$ cat src/rtl/io_ring_pkg.sv
// Shared definitions for the IO-ring power sequencer: state encoding and widths.
package io_ring_pkg;

    localparam int CNT_W = 16;
    localparam int IDX_W = 3;

    typedef enum logic [2:0] {
        ST_OFF       = 3'd0,
        ST_DEBOUNCE  = 3'd1,
        ST_UNFREEZE  = 3'd2,
        ST_BANK_UP   = 3'd3,
        ST_READY     = 3'd4,
        ST_BANK_DOWN = 3'd5,
        ST_FAULT     = 3'd6
    } ring_state_e;

endpackage

$ cat src/rtl/io_sync2.sv
// Two-flop synchronizer for an asynchronous level, cleared to 0 by reset.
module io_sync2 (
    input  logic clk,
    input  logic rst_n,
    input  logic d,
    output logic q
);

    logic s1;

    always_ff @(posedge clk or negedge rst_n) begin
        if (!rst_n) begin
            s1 <= 1'b0;
            q  <= 1'b0;
        end else begin
            s1 <= d;
            q  <= s1;
        end
    end

endmodule

$ cat src/rtl/io_ring_pwr_seq.sv
// IO-ring power sequencer: debounces supply-good, releases pad retention and
// enables pad banks one at a time, with orderly power-down and sticky fault.
import io_ring_pkg::*;

module io_ring_pwr_seq #(
    parameter int DEB_CYC = 64,
    parameter int STG_CYC = 16,
    parameter int N_BANK  = 4
) (
    input  logic              clk,
    input  logic              rst_n,
    input  logic              vddio_ok_i,
    input  logic              vdd_ok_i,
    input  logic              pwr_dn_req_i,
    output logic [N_BANK-1:0] bank_en_o,
    output logic              pad_ret_o,
    output logic              ring_ready_o,
    output logic              fault_o,
    output logic [2:0]        state_o
);

    localparam logic [CNT_W-1:0] DEB_LAST = CNT_W'(DEB_CYC - 1);
    localparam logic [CNT_W-1:0] STG_LAST = CNT_W'(STG_CYC - 1);
    localparam logic [IDX_W-1:0] IDX_LAST = IDX_W'(N_BANK - 1);

    // Lowest n banks enabled; building enables this way keeps them gap-free.
    function automatic logic [N_BANK-1:0] therm(input logic [IDX_W:0] n);
        logic [N_BANK-1:0] m;
        m = '0;
        for (int i = 0; i < N_BANK; i++) begin
            m[i] = ((IDX_W+1)'(i) < n);
        end
        return m;
    endfunction

    logic vddio_s;
    logic vdd_s;
    logic sup_ok;

    io_sync2 u_sync_vddio (.clk(clk), .rst_n(rst_n), .d(vddio_ok_i), .q(vddio_s));
    io_sync2 u_sync_vdd   (.clk(clk), .rst_n(rst_n), .d(vdd_ok_i),   .q(vdd_s));

    assign sup_ok = vddio_s & vdd_s;

    ring_state_e       state;
    logic [CNT_W-1:0]  cnt;
    logic [IDX_W-1:0]  idx;
    logic              stg_done;
    logic              run_st;
    logic [N_BANK-1:0] en_up;
    logic [N_BANK-1:0] en_dn;

    assign stg_done = (cnt == STG_LAST);
    assign run_st   = (state == ST_UNFREEZE) || (state == ST_BANK_UP) ||
                      (state == ST_READY)    || (state == ST_BANK_DOWN);
    assign en_up    = therm({1'b0, idx} + (IDX_W+1)'(2));
    assign en_dn    = therm({1'b0, idx});
    assign state_o  = state;

    always_ff @(posedge clk or negedge rst_n) begin
        if (!rst_n) begin
            state        <= ST_OFF;
            cnt          <= '0;
            idx          <= '0;
            bank_en_o    <= '0;
            pad_ret_o    <= 1'b1;
            ring_ready_o <= 1'b0;
            fault_o      <= 1'b0;
        end else if (run_st && !sup_ok) begin
            // Supply loss wins over any pending power-down request.
            state        <= ST_FAULT;
            cnt          <= '0;
            idx          <= '0;
            bank_en_o    <= '0;
            pad_ret_o    <= 1'b1;
            ring_ready_o <= 1'b0;
            fault_o      <= 1'b1;
        end else begin
            case (state)
                ST_OFF: begin
                    bank_en_o <= '0;
                    pad_ret_o <= 1'b1;
                    cnt       <= '0;
                    if (sup_ok && !pwr_dn_req_i) state <= ST_DEBOUNCE;
                end
                ST_DEBOUNCE: begin
                    if (!sup_ok) begin
                        state <= ST_OFF;
                        cnt   <= '0;
                    end else if (cnt == DEB_LAST) begin
                        state <= ST_UNFREEZE;
                        cnt   <= '0;
                    end else begin
                        cnt <= cnt + 1'b1;
                    end
                end
                ST_UNFREEZE: begin
                    if (stg_done) begin
                        state     <= ST_BANK_UP;
                        cnt       <= '0;
                        idx       <= '0;
                        bank_en_o <= therm((IDX_W+1)'(1));
                    end else begin
                        cnt <= cnt + 1'b1;
                    end
                end
                ST_BANK_UP: begin
                    if (stg_done) begin
                        cnt <= '0;
                        if (idx == IDX_LAST) begin
                            state        <= ST_READY;
                            pad_ret_o    <= 1'b0;
                            ring_ready_o <= 1'b1;
                        end else begin
                            idx       <= idx + 1'b1;
                            bank_en_o <= en_up;
                        end
                    end else begin
                        cnt <= cnt + 1'b1;
                    end
                end
                ST_READY: begin
                    if (pwr_dn_req_i) begin
                        state        <= ST_BANK_DOWN;
                        cnt          <= '0;
                        idx          <= IDX_LAST;
                        pad_ret_o    <= 1'b1;
                        ring_ready_o <= 1'b0;
                    end
                end
                ST_BANK_DOWN: begin
                    if (stg_done) begin
                        cnt       <= '0;
                        bank_en_o <= en_dn;
                        if (idx == '0) state <= ST_OFF;
                        else           idx   <= idx - 1'b1;
                    end else begin
                        cnt <= cnt + 1'b1;
                    end
                end
                ST_FAULT: begin
                    if (!sup_ok && pwr_dn_req_i) begin
                        state   <= ST_OFF;
                        fault_o <= 1'b0;
                    end
                end
                default: begin
                    state     <= ST_OFF;
                    cnt       <= '0;
                    idx       <= '0;
                    bank_en_o <= '0;
                    pad_ret_o <= 1'b1;
                end
            endcase
        end
    end

endmodule

$ cat config.mk
export PLATFORM = sky130hd
export DESIGN_NAME = io_ring_pwr_seq
export DESIGN_NICKNAME = d
export VERILOG_FILES = /design/src/rtl/io_ring_pkg.sv /design/src/rtl/io_sync2.sv /design/src/rtl/io_ring_pwr_seq.sv
export SDC_FILE = /design/constraint.sdc
export NUM_CORES = 1
export LEC_CHECK = 0
export BUFFER_PORTS_ARGS = -buffer_cell sky130_fd_sc_hd__buf_2
export CAP_MARGIN = 30
export CORE_ASPECT_RATIO = 0.9
export CORE_MARGIN = 4
export CORE_UTILIZATION = 60
export DETAILED_ROUTE_END_ITERATION = 8
export PLACE_DENSITY_LB_ADDON = 0.1
export SKIP_LAST_GASP = 1
export SLEW_MARGIN = 20
export SYNTH_ARGS = -nofsm -noshare
export SYNTH_HDL_FRONTEND = slang
export SYNTH_SLANG_ARGS = --single-unit
export TNS_END_PERCENT = 100
$ cat constraint.sdc
create_clock -name clk -period 2.5 [get_ports clk]
set_input_delay 0.375 -clock clk [delete_from_list [all_inputs] [get_ports clk]]
set_output_delay 0.375 -clock clk [all_outputs]
set_load 0.1 [all_outputs]
==> metrics.cfg <==
[status]
status=finished, final reports clean

[power_and_ir_drop]
powerDensity_nw_per_um2=1130
intPower_w=0.00133
pwr-share-seq_pct=28.3
p_comb_share_pct=52.8
pwr-share-clk_pct=18.8
p_leak_nw=0.989
p_sw_share_pct=50.7
vdd_drop_max_mv=0.664
p_sw_w=0.00136

[floorplan]
num_rows=20
core_area_um2=3400
ios=15
dieArea_um2=4600
chipWidth_um=71.1
start_util_pct=63.1
fp.dieH_um=64.8

[drt]
drt_iter0_markers=242
routed-wl-met3_um=375
drt-met1-wl_um=2570
ant_nets=0
wire_per_inst_um=18.6
viasPerCell=6.94
first_pass_iters=5
via_count=2041
routed_wl_um=5480
wl_met2_um=2450
dr.max_layer_used=met4
drc_errors=0

[finish]
fin_cells=294
diodes=0
layout-drive-gt1-share_pct=16.4
final_util_pct=69.6
syn2layout_area_growth_pct=10.3
final_nets=260

[worst_setup_path]
worst_setup_path_end_kind=flip-flop
cp_max_fo=9
reg2regPathDepth=6
regToRegSetupSlack_ns=0.23
r2r_start=cnt[0]$_DFFE_PN0P_
cp.required_ns=2.67
cp.arrival_ns=2.44
worstSetupPathType=reg -> reg
reg2reg_to=cnt[6]$_DFFE_PN0P_
start_kind=flip-flop

[hold_path]
hold_class=in -> async

[run]
cap_violations=0

[logic_synthesis]
synth_most_common_cell=dfrtp_1
synthCells=236
yosys.cell_types.count=61
ys.flop_type=dfrtp_1
synthTopCellsByArea=dfrtp_1, a21oi_1, o21ai_0
synth_nets=247
ys_seq_area_share_pct=38.5
synth_seq_cells=33
synth.largest_area_cell=dfrtp_1
yosysTopAreaCellShare_pct=37.3
syn_area_per_cell_um2=9.10
yosysWarnings=0
synth_edf_count=0
synth_common_cells=dfrtp_1, a21oi_1, nand2_1, o21ai_0, nor2_1
synth_area_um2=2150
async_flop_share_pct=100

[timing]
grt_setup_unrepaired=no
min_period_over_period_pct=90.7
clock_skew_ns=0.00692
fmax_mhz=441
drv_slew=0
period_minus_slack_ns=2.27
setup_violations=0
holdWs_ns=0.140
worst_slack_ns=0.234
worst_slew_pin_slew_ns=0.733
hold_viol_final=0
tns_ns=0
slew_headroom_pct=51.1

[clock_network]
clk_latency_ns=0.29
numClockSinks=33
h-tree-depth=2
cts_buffers=5
cts_tree=done
cts-root-buf=clkbuf_8
post-cts-setup-buffer-count=0
cts.reportedPaths.clkPinSlew_ns=0.07
holdBufCountCts=0
ctsResizeCount=0
cts.path.max_buffers=2

[global_route]
grt_overflow=0
grt_max_degree=34
grtUsageTotal_pct=26.1
antenna_found_initial=0
grt_pass1_wl_um=9490
grt_pass1_vias=1944

[placement]
dp_cells=286
hpwl_um=3810
routabilityCongestion=0.933
io_buffers=14
pre_cts_ws_ns=0.261

[layer usage]
| metal | track usage, % | vias up |
|---|---|---|
| li1 | - | 929 |
| met5 | 0 | - |
| met4 | 9.39 | 0 |
| met1 | 37.3 | 990 |
| met2 | 38.8 | 107 |
| met3 | 5.74 | 15 |
[cell families after synthesis]
logic type               Yosys count  share of synthesized area, %
AND/OR/NAND/NOR                   79                          20.3
XOR/XNOR                           4                          1.63
buffers and inverters             20                          3.73
multiplexers                       6                          3.03
flip-flops                        33                          38.5
AO/OA/AOI/OAI                     88                          29.3
adder cells (fa/ha/maj)            6                          3.49
[area by class of cell]
cell class / count / area (um^2)
repair buffers: 18 / 100
inverters: 8 / 30.0
well taps: 44 / 55.1
clock buffers: 5 / 68.8
clock inverters: 3 / 46.3
multi-input cells: 183 / 1240
fillers: 286 / 1030
flip-flops and latches: 33 / 828
[power groups by stage]
stage                     registers, W  logic, W  clock network, W
after floorplan                0.00102  0.000825                 0
after global placement        0.000756   0.00136                 0
after detailed placement      0.000764   0.00139                 0
after CTS                     0.000755   0.00139          0.000511
after global routing          0.000784   0.00152          0.000546
final                         0.000762   0.00142          0.000506
[registers in the layout, indices dropped and copies added (netlist names), 3 cells and up]
register	flops
bank_en_o	4
cnt	16
idx	3
state_o	3
[worst max-delay path, cell delays in order (launching register included)]
cell and delay [ns]:
dfrtp_1 0.41, ha_1 0.23, nand3_2 0.15, or3_4 0.39, a22oi_2 0.42, a21oi_2 0.19, a221o_1 0.35
[through the flow]
| stage | total power [W] | cell area [um^2] |
|---|---|---|
| finish | 0.00269 | 2370 |
| global route | 0.00285 | 2370 |
| CTS | 0.00266 | 2370 |
| detailed placement | 0.00215 | 2250 |
| global placement | 0.00212 | 2250 |
| floorplan | 0.00185 | 2150 |
[how the worst max path moves through the flow]
stage                     cells past startpoint              startpoint  slack, ns                endpoint
after floorplan                               6  state_o[2]$_DFFE_PN0P_       0.03  state_o[1]$_DFFE_PN0P_
after global placement                        6      cnt[0]$_DFFE_PN0P_       0.36      cnt[2]$_DFFE_PN0P_
after detailed placement                      6      cnt[0]$_DFFE_PN0P_       0.26      cnt[6]$_DFFE_PN0P_
after CTS                                     6      cnt[0]$_DFFE_PN0P_       0.26      cnt[6]$_DFFE_PN0P_
after global routing                          6      cnt[0]$_DFFE_PN0P_        0.1      cnt[2]$_DFFE_PN0P_
final                                         6      cnt[0]$_DFFE_PN0P_       0.23      cnt[6]$_DFFE_PN0P_
[layout by cell type (no fill, tap or decap), types with 6 or more instances in the layout]
cell type  count
a21oi_1       17
buf_2         14
dfrtp_1       31
ha_1           6
inv_1          8
nand2_1       16
nand2b_1       6
nand3_1        6
nor2_1        12
o21ai_0       16
Power figures use the tool's default switching activity.
